[src/rtl/ro_uart_logger.sv]
// Captures every new value of the processor's Ro register into a small FIFO and sends each one as an 8N1 UART frame on tx.
// Optional macro RO_UART_PARITY_EN inserts an even-parity bit between the data bits and the stop bit.
module ro_uart_logger #(
    parameter int bits         = 8,
    parameter int CLKS_PER_BIT = 16,
    parameter int FIFO_DEPTH   = 8
) (
    input  logic                          clk,
    input  logic                          rst,
    input  logic [bits-1:0]               Ro,
    output logic                          tx,
    output logic                          busy,
    output logic [$clog2(FIFO_DEPTH):0]   fifo_count,
    output logic                          fifo_full,
    output logic                          overflow
);
    localparam int AW = $clog2(FIFO_DEPTH);
    localparam int CW = AW + 1;
    localparam int BW = $clog2(CLKS_PER_BIT);
    localparam logic [CW-1:0] DEPTH_C  = CW'(FIFO_DEPTH);
    localparam logic [BW-1:0] RELOAD_C = BW'(CLKS_PER_BIT - 1);

    typedef enum logic [2:0] {
        S_IDLE   = 3'd0,
        S_START  = 3'd1,
        S_DATA   = 3'd2,
`ifdef RO_UART_PARITY_EN
        S_PARITY = 3'd3,
`endif
        S_STOP   = 3'd4
    } state_t;

    state_t          state_q, state_d;
    logic [bits-1:0] prev_ro_q;
    logic            primed_q;
    logic [7:0]      mem_q [FIFO_DEPTH];
    logic [AW-1:0]   wr_ptr_q, rd_ptr_q;
    logic [CW-1:0]   count_q, count_d;
    logic            full_q, ovf_q;
    logic [BW-1:0]   cnt_q, cnt_d;
    logic [2:0]      bit_idx_q, bit_idx_d;
    logic [7:0]      shift_q, shift_d;
    logic            tx_q, tx_d;
`ifdef RO_UART_PARITY_EN
    logic            par_q, par_d;
`endif

    logic       capture_s, pop_s, push_s;
    logic [7:0] ro_ext_s, head_s;

    assign ro_ext_s  = 8'(Ro);
    assign head_s    = mem_q[rd_ptr_q];
    assign capture_s = (Ro != prev_ro_q) || !primed_q;
    // A pop can only happen from IDLE with data already stored, which frees a slot for this edge's capture.
    assign pop_s     = (state_q == S_IDLE) && (count_q != {CW{1'b0}});
    assign push_s    = capture_s && ((count_q != DEPTH_C) || pop_s);

    // FIFO occupancy next state
    always_comb begin
        count_d = count_q;
        case ({push_s, pop_s})
            2'b10:   count_d = count_q + CW'(1);
            2'b01:   count_d = count_q - CW'(1);
            default: count_d = count_q;
        endcase
    end

    // Transmit FSM next state and the line value that goes with it
    always_comb begin
        state_d   = state_q;
        cnt_d     = cnt_q - BW'(1);
        bit_idx_d = bit_idx_q;
        shift_d   = shift_q;
        tx_d      = 1'b1;
`ifdef RO_UART_PARITY_EN
        par_d     = par_q;
`endif
        case (state_q)
            S_IDLE: begin
                if (pop_s) begin
                    shift_d = head_s;
                    cnt_d   = RELOAD_C;
                    state_d = S_START;
`ifdef RO_UART_PARITY_EN
                    par_d   = ^head_s;
`endif
                end else begin
                    cnt_d   = cnt_q;
                end
            end
            S_START: begin
                if (cnt_q == {BW{1'b0}}) begin
                    state_d   = S_DATA;
                    bit_idx_d = 3'd0;
                    cnt_d     = RELOAD_C;
                end else begin
                    state_d   = S_START;
                end
            end
            S_DATA: begin
                if (cnt_q == {BW{1'b0}}) begin
                    cnt_d   = RELOAD_C;
                    shift_d = {1'b0, shift_q[7:1]};
                    if (bit_idx_q == 3'd7) begin
`ifdef RO_UART_PARITY_EN
                        state_d = S_PARITY;
`else
                        state_d = S_STOP;
`endif
                    end else begin
                        bit_idx_d = bit_idx_q + 3'd1;
                    end
                end else begin
                    state_d = S_DATA;
                end
            end
`ifdef RO_UART_PARITY_EN
            S_PARITY: begin
                if (cnt_q == {BW{1'b0}}) begin
                    state_d = S_STOP;
                    cnt_d   = RELOAD_C;
                end else begin
                    state_d = S_PARITY;
                end
            end
`endif
            S_STOP: begin
                if (cnt_q == {BW{1'b0}}) begin
                    state_d = S_IDLE;
                    cnt_d   = RELOAD_C;
                end else begin
                    state_d = S_STOP;
                end
            end
            default: begin
                state_d = S_IDLE;
                cnt_d   = RELOAD_C;
            end
        endcase

        // tx is registered, so it is derived from the state being entered.
        case (state_d)
            S_START:  tx_d = 1'b0;
            S_DATA:   tx_d = shift_d[0];
`ifdef RO_UART_PARITY_EN
            S_PARITY: tx_d = par_d;
`endif
            default:  tx_d = 1'b1;
        endcase
    end

    // FIFO storage; contents need no reset because pointers guard every read
    always_ff @(posedge clk) begin
        if (push_s) begin
            mem_q[wr_ptr_q] <= ro_ext_s;
        end
    end

    // Capture tracking, FIFO bookkeeping and transmitter state registers
    always_ff @(posedge clk or posedge rst) begin
        if (rst) begin
            prev_ro_q <= {bits{1'b0}};
            primed_q  <= 1'b0;
            wr_ptr_q  <= {AW{1'b0}};
            rd_ptr_q  <= {AW{1'b0}};
            count_q   <= {CW{1'b0}};
            full_q    <= 1'b0;
            ovf_q     <= 1'b0;
            state_q   <= S_IDLE;
            cnt_q     <= RELOAD_C;
            bit_idx_q <= 3'd0;
            shift_q   <= 8'd0;
            tx_q      <= 1'b1;
`ifdef RO_UART_PARITY_EN
            par_q     <= 1'b0;
`endif
        end else begin
            prev_ro_q <= Ro;
            primed_q  <= 1'b1;
            wr_ptr_q  <= push_s ? wr_ptr_q + AW'(1) : wr_ptr_q;
            rd_ptr_q  <= pop_s  ? rd_ptr_q + AW'(1) : rd_ptr_q;
            count_q   <= count_d;
            full_q    <= (count_d == DEPTH_C);
            ovf_q     <= ovf_q | (capture_s & ~push_s);
            state_q   <= state_d;
            cnt_q     <= cnt_d;
            bit_idx_q <= bit_idx_d;
            shift_q   <= shift_d;
            tx_q      <= tx_d;
`ifdef RO_UART_PARITY_EN
            par_q     <= par_d;
`endif
        end
    end

    assign tx         = tx_q;
    assign busy       = (state_q != S_IDLE);
    assign fifo_count = count_q;
    assign fifo_full  = full_q;
    assign overflow   = ovf_q;
endmodule
[config.mk]
export PLATFORM = sky130hd
export DESIGN_NAME = ro_uart_logger
export DESIGN_NICKNAME = d
export VERILOG_FILES = /design/src/rtl/ro_uart_logger.sv
export SDC_FILE = /design/constraint.sdc
export NUM_CORES = 1
export LEC_CHECK = 0
export BUFFER_PORTS_ARGS = -buffer_cell sky130_fd_sc_hd__buf_2
export CAP_MARGIN = 25
export CORE_ASPECT_RATIO = 1.1
export CORE_UTILIZATION = 50
export DETAILED_ROUTE_END_ITERATION = 8
export PLACE_DENSITY = 0.67
export SLEW_MARGIN = 20
export SYNTH_ARGS = -nofsm -noshare
export SYNTH_HDL_FRONTEND = slang
export SYNTH_SLANG_ARGS = --single-unit
[constraint.sdc]
create_clock -name clk -period 3.15 [get_ports clk]
set_input_delay 0.1575 -clock clk [delete_from_list [all_inputs] [get_ports clk]]
set_output_delay 0.1575 -clock clk [all_outputs]
set_load 0.1 [all_outputs]
# Word level (Yosys, flattened, before mapping)
# Memory sizes are Yosys's and may differ from the RTL's.
# Cells that the tools add are included.
[word_totals] regBits=40 latch_bits=0 ramBits=64 romBits=0 n_memories=1
[mem_list] name="mem_q" words=8 word_bits=8 rd=1 rd_clocked_by_memory_dff=0 wr=1 line="36" source="logic [7:0] mem_q [FIFO_DEPTH];"
[classes] add_sub_neg=6 mul=0 div_mod_pow=0 order_cmp=0 eq_ne=15 shifts=0 mux=20 bitwise=3 n_reduce_logical=14
[op_table] cell="2-to-1 mux 3 bit" n=7
[op_table] cell="2-to-1 mux 8 bit" n=2
[op_table] cell="case mux 4 bit (2 select lines)" n=2
[op_table] cell="case mux 8 bit (2 select lines)" n=1
[op_table] cell="case mux 3 bit (4 select lines)" n=1
[op_table] cell="adder 3 x 1 -> 3 bit (second input constant)" n=3
[op_table] cell="2-to-1 mux 4 bit" n=2
[op_table] cell="!= test 2 bit (second input constant)" n=4
[op_table] cell="!= test 8 bit" n=1
[op_table] cell="subtractor 4 x 1 -> 4 bit (second input constant)" n=2
[op_table] cell="equality test 3 x 1 -> 1 bit (second input constant)" n=2
[op_table] cell="equality test 3 x 2 -> 1 bit (second input constant)" n=2
[op_table] cell="equality test 3 bit (second input constant)" n=2
[op_table] cell="case mux 3 bit (2 select lines)" n=1
[op_table] cell="adder 4 x 1 -> 4 bit (second input constant)" n=1
[op_table] cell="equality test 4 bit (second input constant)" n=1
[op_table] cell="logical NOT 4 bit" n=1
[op_table] cell="!= test 4 bit (second input constant)" n=1
[op_table] cell="AND reduction 4 bit" n=1
[op_table] cell="nonzero test 2 bit" n=2
[op_table] cell="nonzero test 4 bit" n=1
[op_table] cell="logical NOT 3 bit" n=1
[op_table] cell="AND reduction 3 bit" n=1
[op_table] cell="nonzero test 3 bit" n=1
[op_table] cell="other kinds (12)" n=15

# Longest topological paths before layout
# Gate-level depths: netlist of the first run.
[depth] ltp_word=7 mapped_depth=11

# Worst setup path after synthesis of the first run
# No wires, ideal clock.
[synth_timing] path_type="flip-flop to flip-flop" start="register count_q[0] (netlist: fifo_count[0])" end="register full_q (netlist: fifo_full)" setup_ps=96 arrival_ps=2923 slack_ps=131 path_stages_with_launch=11 n_path_buf=0 synth_period_minus_slack_ps=3019 path_cell_list="dfrtp_1 > or3_1 > o21ai_2 > nor2_2 > ha_1 > a21o_1 > a21o_1 > nand2b_1 > mux2i_1 > a211oi_1 > o31ai_1"
[synth_via] elab_chain_cells=7 elab_cells_between_ends=11 classes_between="2 x add/sub; 4 x eq/ne; 1 x mux; 4 x reduce/logical"
[synth_lines] item="start, declared" line="38" source="logic [CW-1:0] count_q, count_d;"
[synth_lines] item="start signal, assigned" line="166" source="count_q <= {CW{1'b0}};"
[synth_lines] item="start signal, assigned" line="182" source="count_q <= count_d;"
[synth_lines] item="nonzero test 4 bit" line="55" source="assign pop_s = (state_q == S_IDLE) && (count_q != {CW{1'b0}});"
[synth_lines] item="logical AND 1 bit" line="55"
[synth_lines] item="logical OR 1 bit" line="56" source="assign push_s = capture_s && ((count_q != DEPTH_C) || pop_s);"
[synth_lines] item="logical AND 1 bit" line="56"
[synth_lines] item="equality test 2 x 1 -> 1 bit / equality test 2 bit (equally long branches)" line="61" source="case ({push_s, pop_s})"
[synth_lines] item="case mux 4 bit (2 select lines) (*)" line="61"
[synth_lines] item="equality test 4 bit (*)" line="183" source="full_q <= (count_d == DEPTH_C);"
[synth_lines] item="end signal, assigned" line="183"
[synth_lines] item="end, declared" line="39" source="logic full_q, ovf_q;"
# Mark *: on every way between the ends. The rest lies on a longest branch, timed or not.
# A chain may end at the register's enable or synchronous reset.

# Worst setup path after layout of the first run
[layout_timing] start="input port Ro[5]" end="register full_q (netlist: fifo_full)"
[layout_via] elab_chain_cells=6 elab_cells_between_ends=7 classes_between="4 x eq/ne; 1 x mux; 2 x reduce/logical"
[layout_lines] item="start, declared" line="10" source="input logic [bits-1:0] Ro,"
[layout_lines] item="!= test 8 bit (*)" line="53" source="assign capture_s = (Ro != prev_ro_q) || !primed_q;"
[layout_lines] item="logical OR 1 bit (*)" line="53"
[layout_lines] item="logical AND 1 bit (*)" line="56"
[layout_lines] item="equality test 2 x 1 -> 1 bit / equality test 2 bit (equally long branches)" line="61"
[layout_lines] item="case mux 4 bit (2 select lines) (*)" line="61"
[layout_lines] item="equality test 4 bit (*)" line="183"
# Marks and branches as above.

==> results.cfg, run 1 <==
[logic_synthesis]
yosysWarnings = 0
syn_avg_cell_area_sq_um = 15.8
synthAdderAreaFrac_pct = 2.45
synth_top_area_share_pct = 43.8
yosys_cell_types = 47
synth_top_family_by_area = multiplexers
synthTopCellsByArea = edfxtp_1, dfrtp_1, mux4_2, dfstp_2, mux2i_1
synth.most_common_cell = edfxtp_1
synth_simple_gate_area_share_pct = 8.53
synth_ff_type = edfxtp_1
mappedNetlistNets = 296
yosys.area_share.xor_xnor_pct = 3.20
synth_edf_count = 64
synth_common_cells = edfxtp_1, dfrtp_1, nor2_1, nand2_1, mux4_2
synthDominantAreaCellType = edfxtp_1
syn-cell-area_sq_um = 4380
synth.mux.area_fraction_pct = 11.1
synth_sequential_area_ratio_pct = 66.8
synthesis.instances = 278
synth_compound_area_share_pct = 6.39
fraction_of_registers_with_async_set_reset_pct = 38.5
yosys_register_bits = 104

[sta]
clock.fmax_ghz = 0.342
rsz_0062_raised_after_global_routing = no
slew_headroom_pct = 47.4
min_period_ps = 2930
finalHoldViolCount = 0
timing_max_transition_violations_final = 0
setup_tns_ps = 0
timing.clock.skew_ps = 5.63
setup_viol = 0
final_min_period_over_clock_period_pct = 92.9
max_slew.worst_pin.slew_ps = 789

[critical_path]
crit_path_max_fanout = 10
ff2ff_path_depth = 11
worst-path-stages = 13
crit_path_start = Ro[5]
worstPathArrival_ps = 3210
crit_path_end_kind = register
crit_buf_inv = 2
cp.required_ps = 3430
rr_startpoint = prev_ro_q[5]
setup.worst_path.start_class = primary input
critical_path.slowest_cell = dlygate4sd3_1
critical_path.cell_chain = dlygate4sd3_1 > buf_2 > xor2_1 > nor4_4 > nand4_4 > nor2_2 > ha_1 > a21o_1 > a21o_1 > nand2b_1 > mux2i_1 > a211oi_1 > o31ai_1
timing_worst_setup_path_type = primary input to register
critical-path-max-stage-delay_ps = 530
critical_path.most_common_cell = a21o_1
worst_path_dominant_cell_family = simple AND/OR/NAND/NOR gates

[grt]
grt_use_total_pct = 18.2
globalRoute.totalOverflow = 0
antenna_found_initial = 0
grt_max_degree = 20
grt_first_pass_wirelength_microns = 12200
grt_pass1_vias = 2280

[layout]
area_used_by_multi_input_combinational_logic_sq_um = 1390
layout.area.seq_sq_um = 2930
layout.cell_area.non_filler_sq_um = 4940
final_core_utilization_pct = 58.4
fraction_of_layout_instances_using_a_drive_strength_above_1_pct = 23.8
fin_nets = 336
area_delta_synth_final_pct = 12.6
antenna_cells = 0
fillerInstances = 669

[worst_hold_path]
min_from = Ro[6]
hold_path.class = primary input to register
hold_path_depth = 1

[power]
cell_internal_pwr_w = 0.00238
netSwitchingFraction_pct = 33.7
p_switching_w = 0.00121
vdd_drop_max_v = 0.000646
power_density_nw_per_um2 = 726
power_frac_clock_pct = 22.0
combinationalPowerShare_pct = 25.7
leakagePower_nw = 1.86
sequential_share_of_power_pct = 52.4

[die]
die-height_microns = 100
die_area_sq_um = 9150
placement_rows = 35
starting_density_of_the_core_pct = 51.9
design.core.area_sq_um = 8450
die_w_microns = 91.3
io_pins = 18

[clock_tree]
cts_tree = yes
clock_tree.htree_level_count = 3
cts_buffer_depth = 2
clock_pin_slew_on_the_worst_setup_and_hold_paths_ps = 100
cts.sinks = 104
cts_root_buffer = clkbuf_8
cts_buffers = 9
clock_insertion_delay_at_the_later_pin_of_the_skew_report_ps = 370

[flow_run]
cap_violations = 0

[placed_design]
port_buffer_count = 17
postPlaceCellArea_sq_um = 4670
finalWeightedCongestion = 0.798
detailed_place_hpwl_microns = 4940

[detailed_routing]
drt_first_iter_violations = 94
routed-via-count = 2306
firstDrtPassIters = 5
postRouteAntennaNets = 0
drc = 0
route.detailed.vias_per_inst = 5.31
postRouteWirelength_microns = 7430
post_drt_wl_per_cell_microns = 17.1

[status]
outcome = finished, final reports clean
==> cells by family (layout without fill, tap and decap cells) <==
logic type / after synthesis / after routing
DFF: 104 / 104
buffers and inverters: 15 / 60
AOI/OAI and AO/OA: 41 / 41
and+or+nand+nor: 65 / 65
adders and majority gates: 8 / 8
xor gates and xnor gates: 16 / 16
other: 1 / 1
muxes: 28 / 28
==> final timing paths <==
kind / to / slack, ps
worst min-delay path: prev_ro_q[6] / 10
worst min register to register: overflow / 490
max in group asynchronous: state_q[1] / 2020
worst max register to register: fifo_full / 330
min in group asynchronous: bit_idx_q[0] / 470
worst max-delay path: fifo_full / 220
==> repair_timing <==
| action | in CTS | in global routing |
|---|---|---|
| resized for setup | 0 | 0 |
| endpoints found under the hold margin | 18 | 0 |
| hold buffers | 8 | 0 |
| setup buffers | 0 | 0 |
==> power groups by stage <==
stage          logic (W)  registers, W  clock network [W]
6_report        0.000921       0.00188           0.000788
5_1_grt         0.000997       0.00191           0.000860
2_1_floorplan   0.000465       0.00208                  0
3_3_place_gp    0.000915       0.00190                  0
3_5_place_dp    0.000930       0.00191                  0
4_1_cts         0.000939       0.00188           0.000810
==> through the flow <==
step | worst slack [ps] | std cells | hold WS, ps | total power [W]
6_report | 224 | 434 | 10.3 | 0.00359
2_1_floorplan | 131 | 278 | 189 | 0.00255
3_5_place_dp | 339 | 410 | 317 | 0.00284
3_3_place_gp | 429 | 409 | 377 | 0.00281
5_1_grt | 57.5 | 434 | 4.66 | 0.00376
4_1_cts | 224 | 434 | 4.01 | 0.00363
==> layer usage <==
layer	vias up	global-route usage, %	share of wire [%]
met4	0	8.42	1.5
li1	1121	-	-
met5	-	0	0
met3	10	2.95	1.8
met2	17	28.7	48
met1	1158	25.2	48
==> layout make-up <==
class | count | share of cell area [%]
clock buffer | 9 | 2.51
clock inverter | 7 | 1.32
inverter | 7 | 0.532
multi-input combinational | 159 | 28.2
sequential | 104 | 59.3
tap | 111 | 2.81
timing repair buffer | 37 | 5.32
==> sequential cells by signal, indices dropped and copies added (netlist names) <==
name        count
overflow        1
wr_ptr_q        3
mem_q          64
tx              1
primed_q        1
state_q         3
fifo_count      4
shift_q         8
rd_ptr_q        3
fifo_full       1
cnt_q           4
prev_ro_q       8
bit_idx_q       3
==> placed cells by master (no fill, tap or decap), drive strengths merged, types with 5 or more instances in the layout <==
master / count
edfxtp: 64
dfrtp: 35
buf: 29
nor2: 21
nand2: 19
mux4: 16
o21ai: 13
mux2i: 10
inv: 10
clkbuf: 9
xnor2: 8
xor2: 8
dlygate4sd3: 8
a21oi: 8
ha: 7
nor3: 7
a22oi: 6
nand2b: 5
dfstp: 5
No activity file was read; power rests on OpenSTA's default activity.
==> inputs of run 2 (changes only) <==
CORE_UTILIZATION = 60   (was 50)
PLACE_DENSITY = 0.78   (was 0.67)
==> results.cfg, run 2 (synthesized netlist as in run 1, its figures left out) <==
[status]
outcome = finished, final reports clean

[die]
starting_density_of_the_core_pct = 62.2
die_w_microns = 83.5
placement_rows = 32
die-height_microns = 91.7
design.core.area_sq_um = 7050
die_area_sq_um = 7650
io_pins = 18

[layout]
largest_reg_flops = 64
fillerInstances = 445
final_cell_mix = edfxtp_1, dfrtp_1, nor2_1
fin_nets = 337
antenna_cells = 0
final_core_utilization_pct = 69.9
area_delta_synth_final_pct = 12.3
reg_top3 = mem_q (64), prev_ro_q (8), shift_q (8)
registers.top_by_ff_count = mem_q
layout.area.seq_sq_um = 2930
fraction_of_layout_instances_using_a_drive_strength_above_1_pct = 24.1
final_common_cell = edfxtp_1
area_used_by_multi_input_combinational_logic_sq_um = 1390

[critical_path]
setup.worst_path.start_class = primary input
cp.required_ps = 3430
crit_path_end_kind = register
critical_path.cell_chain = dlygate4sd3_1 > buf_2 > xor2_1 > nor4_4 > nand4_4 > nor2_2 > ha_1 > a21o_1 > a21o_1 > nand2b_1 > mux2i_1 > a211oi_1 > o31ai_1
critical_path.most_common_cell = a21o_1
ff2ff_path_depth = 11
timing_worst_setup_path_type = primary input to register
crit_path_max_fanout = 10
critical_path.slowest_cell = dlygate4sd3_1
worstPathArrival_ps = 3260
critical-path-max-stage-delay_ps = 530

[grt]
globalRoute.totalOverflow = 0
grt_use_total_pct = 21.9
grt_first_pass_wirelength_microns = 12300
grt_max_degree = 22
antenna_found_initial = 0
grt_pass1_vias = 2367

[worst_hold_path]
hold_path_depth = 1
hold_path.class = register to register

[detailed_routing]
drc = 0
drt_first_iter_violations = 187
post_drt_wl_per_cell_microns = 18.4
postRouteAntennaNets = 0
route.detailed.vias_per_inst = 5.81
routed-via-count = 2376
postRouteWirelength_microns = 7530
firstDrtPassIters = 4

[sta]
setup_tns_ps = 0
clock.fmax_ghz = 0.335
setup_viol = 0
timing.clock.skew_ps = 12.1
final_min_period_over_clock_period_pct = 94.9
max_slew.worst_pin.slew_ps = 786
rsz_0062_raised_after_global_routing = no
slew_headroom_pct = 47.5
min_period_ps = 2990
timing_max_transition_violations_final = 0
finalHoldViolCount = 0

[clock_tree]
cts_root_buffer = clkbuf_8
cts_post_setup_buffers_inserted = 0
cts_buffers = 9
cts_buffer_depth = 2
clock_pin_slew_on_the_worst_setup_and_hold_paths_ps = 110
cts.sinks = 104
clock_tree.htree_level_count = 3
clock_insertion_delay_at_the_later_pin_of_the_skew_report_ps = 370
cts_tree = yes

[power]
power_density_nw_per_um2 = 736
vdd_drop_max_v = 0.000630
leakagePower_nw = 1.87

[placed_design]
port_buffer_count = 17
finalWeightedCongestion = 0.769
detailed_place_hpwl_microns = 5030

[flow_run]
cap_violations = 0
==> run 2: cell count changes in the layout (fill, tap and decap cells not counted) <==
cell           delta
buf_4             +1
inv_8             +1
dlygate4sd3_1     +1
clkinv_8          +1
clkinvlp_4        -1
clkinv_1          -1
buf_8             -1
==> run 2: what timing repair did <==
item	4_1_cts	5_1_grt
endpoints found under the hold margin	26	0
resized for setup	0	0
hold buffers	9	0
==> run 2: critical path, delay by kind of cell <==
kind	cells	cell delay (ps)
AND/OR/NAND/NOR	4	1080
AO/OA/AOI/OAI	4	730
buffers and inverters	2	710
adder cells (fa/ha/maj)	1	280
XOR/XNOR	1	180
multiplexers	1	140
==> run 2: final timing paths <==
path / startpoint / slack [ps] / to
hold reg to reg: overflow / 470 / overflow
max in group asynchronous: rst / 1840 / cnt_q[3]
min in group asynchronous: rst / 480 / overflow
setup / recovery: Ro[5] / 160 / fifo_full
setup reg to reg: prev_ro_q[5] / 260 / fifo_full
hold / removal: overflow / 470 / overflow
==> run 2: cell type report <==
| class | count | area share, % |
|---|---|---|
| flip-flops and latches | 104 | 59.5 |
| clock buffers | 9 | 2.52 |
| repair buffers | 38 | 5.39 |
| multi-input cells | 159 | 28.3 |
| clock inverters | 7 | 1.65 |
| inverters | 7 | 0.534 |
| well taps | 85 | 2.16 |
==> run 2: routing by layer <==
metal / part of all wire (%) / global-route usage (%) / wire length (microns) / vias to the layer above
met4: 2.0 / 11.4 / 154 / 0
met5: 0 / 0 / 0 / -
met1: 43 / 30.8 / 3270 / 1184
met2: 50 / 33.8 / 3740 / 53
met3: 4.9 / 3.51 / 368 / 11
li1: - / - / - / 1128
==> run 2: power breakdown <==
part	switching [W]	internal, W
Combinational	0.000603	0.000315
Clock	0.000502	0.000319
Sequential	0.000128	0.00176
==> run 2: through the flow <==
stage                     setup WS, ps  area (sq um)  hold WS, ps  total power, W  instances
after detailed placement           332          4630          342         0.00284        384
after global routing              41.2          4920          520         0.00378        409
after global placement             421          4630          320         0.00280        384
after CTS                          195          4920          475         0.00366        409
final                              160          4920          470         0.00363        409
after floorplan                    131          4380          189         0.00255        278
==> inputs of run 3 (changes only) <==
CELL_PAD_IN_SITES_DETAIL_PLACEMENT = 1   (was not set)
CELL_PAD_IN_SITES_GLOBAL_PLACEMENT = 1   (was not set)
CORE_UTILIZATION = 54   (was 60)
CTS_BUF_LIST = sky130_fd_sc_hd__clkbuf_8   (was not set)
PLACE_DENSITY = not set   (was 0.78)
PLACE_DENSITY_LB_ADDON = 0.1   (was not set)
==> results.cfg, run 3 (synthesized netlist as in run 1, its figures left out) <==
[status]
outcome = finished, final reports clean

[detailed_routing]
route.detailed.vias_per_inst = 5.58
postRouteAntennaNets = 0
firstDrtPassIters = 5
drc = 0
postRouteWirelength_microns = 8610
routed-via-count = 2409
post_drt_wl_per_cell_microns = 19.9
drt_first_iter_violations = 153

[die]
starting_density_of_the_core_pct = 55.7
die_area_sq_um = 8480
design.core.area_sq_um = 7870
placement_rows = 34
io_pins = 18
die-height_microns = 96.5
die_w_microns = 87.9

[layout]
reg_top3 = mem_q (64), prev_ro_q (8), shift_q (8)
registers.top_by_ff_count = mem_q
largest_reg_flops = 64
fraction_of_layout_instances_using_a_drive_strength_above_1_pct = 24.7
layout.cell_area.non_filler_sq_um = 4930
final_common_cell = edfxtp_1
final_cell_mix = edfxtp_1, dfrtp_1, nor2_1
antenna_cells = 0
area_delta_synth_final_pct = 12.5
fin_nets = 337

[critical_path]
setup.worst_path.start_class = primary input
crit_path_start = Ro[5]
worstReg2RegEnd = fifo_full
crit_path_max_fanout = 10
critical_path.cell_chain = dlygate4sd3_1 > buf_2 > xor2_1 > nor4_4 > nand4_4 > nor2_2 > ha_1 > a21o_1 > a21o_1 > nand2b_1 > mux2i_1 > a211oi_1 > o31ai_1
worst-r2r-setup-slack_ps = 290
critical_path.most_common_cell = a21o_1
rr_startpoint = prev_ro_q[5]
setup.worst_path.end = fifo_full
cp.required_ps = 3420
timing_worst_setup_path_type = primary input to register
ff2ff_path_depth = 11
worstPathArrival_ps = 3230
crit_path_end_kind = register
critical-path-max-stage-delay_ps = 530
critical_path.slowest_cell = dlygate4sd3_1

[sta]
min_period_ps = 2960
finalHoldViolCount = 0
final_min_period_over_clock_period_pct = 93.9
timing.clock.skew_ps = 14.6
setup_tns_ps = 0
clock.fmax_ghz = 0.338
rsz_0062_raised_after_global_routing = no
slew_headroom_pct = 57.9
timing_max_transition_violations_final = 0
max_slew.worst_pin.slew_ps = 625
setup_viol = 0

[worst_hold_path]
hold_path.class = primary input to register

[grt]
grt_max_degree = 26
grt_first_pass_wirelength_microns = 13600
antenna_found_initial = 0
globalRoute.totalOverflow = 0
grt_pass1_vias = 2546
grt_use_total_pct = 22.7

[placed_design]
finalWeightedCongestion = 0.734
port_buffer_count = 17
postPlaceCellArea_sq_um = 4670
detailed_place_hpwl_microns = 5860

[clock_tree]
clock_pin_slew_on_the_worst_setup_and_hold_paths_ps = 110
cts_buffer_depth = 2
cts-resized-gates = 0
cts.sinks = 104
cts_tree = yes
cts_root_buffer = clkbuf_8
clock_tree.htree_level_count = 3
cts_buffers = 9
clock_insertion_delay_at_the_later_pin_of_the_skew_report_ps = 370

[power]
leakagePower_nw = 1.86
vdd_drop_max_v = 0.000584
power_density_nw_per_um2 = 733

[flow_run]
cap_violations = 0
run 3: changes by cell type in the layout (fill, tap and decap cells not counted), sizes merged:
cell         change
buf              +2
dlygate4sd3      -2
clkinvlp         +1
inv              -2
clkinv           +1
run 3: how the worst min path moves through the flow:
stage | from | to | slack (ps) | cells past startpoint
after global placement | Ro[5] | prev_ro_q[5] | 380 | 1
after detailed placement | Ro[4] | prev_ro_q[4] | 380 | 1
after CTS | Ro[0] | prev_ro_q[0] | 8 | 1
final | Ro[0] | prev_ro_q[0] | 20 | 1
after global routing | Ro[0] | prev_ro_q[0] | 20 | 1
after floorplan | Ro[0] | prev_ro_q[0] | 190 | 0
run 3: cell type report:
cell class                      instances  area, sq um
Inverter                                7         26.3
Tap cell                              108          135
Sequential cell                       104         2930
Clock buffer                            9          124
Clock inverter                          7         65.1
Multi-Input combinational cell        159         1390
Timing Repair Buffer                   38          260
Fill cell                             741         2940
run 3: repair_timing:
action,CTS,global route
endpoints found under the hold margin,6,22
endpoints found under the setup margin,0,0
hold buffers,6,1
buffers inserted,0,0
run 3: worst max-delay path: cells and delay by family:
kind            cells  cell delay [ps]
mux                 1              150
compound gates      4              770
simple gates        4             1020
xor+xnor            1              180
fa+ha+maj           1              270
buf+inv             2              700
run 3: per-stage QoR:
step / setup WS, ps / hold WS, ps / std cells / total power, W / utilization, %
after floorplan: 131 / 189 / 278 / 0.00255 / -
after global placement: 410 / 377 / 409 / 0.00281 / 59.4
after global routing: 83.5 / 16.6 / 432 / 0.00379 / 62.7
after detailed placement: 314 / 380 / 409 / 0.00286 / 59.4
after CTS: 219 / 8.27 / 431 / 0.00365 / 62.5
final: 192 / 23.0 / 432 / 0.00361 / 62.7
run 3: per-layer routing:
layer | wire, microns | vias to the layer above | part of all wire [%] | global-route usage, %
met3 | 204 | 5 | 2.4 | 4.33
met4 | 91 | 0 | 1.1 | 6.56
met5 | 0 | - | 0 | 0
met2 | 4360 | 32 | 51 | 37.4
met1 | 3950 | 1244 | 46 | 31.1
li1 | - | 1128 | - | -
run 3: where the power goes:
group	internal, W	switching (W)	leakage, nW
clock	0.000303	0.000481	0.0921
sequential	0.00176	0.000129	1.06
combinational	0.000315	0.000627	0.711
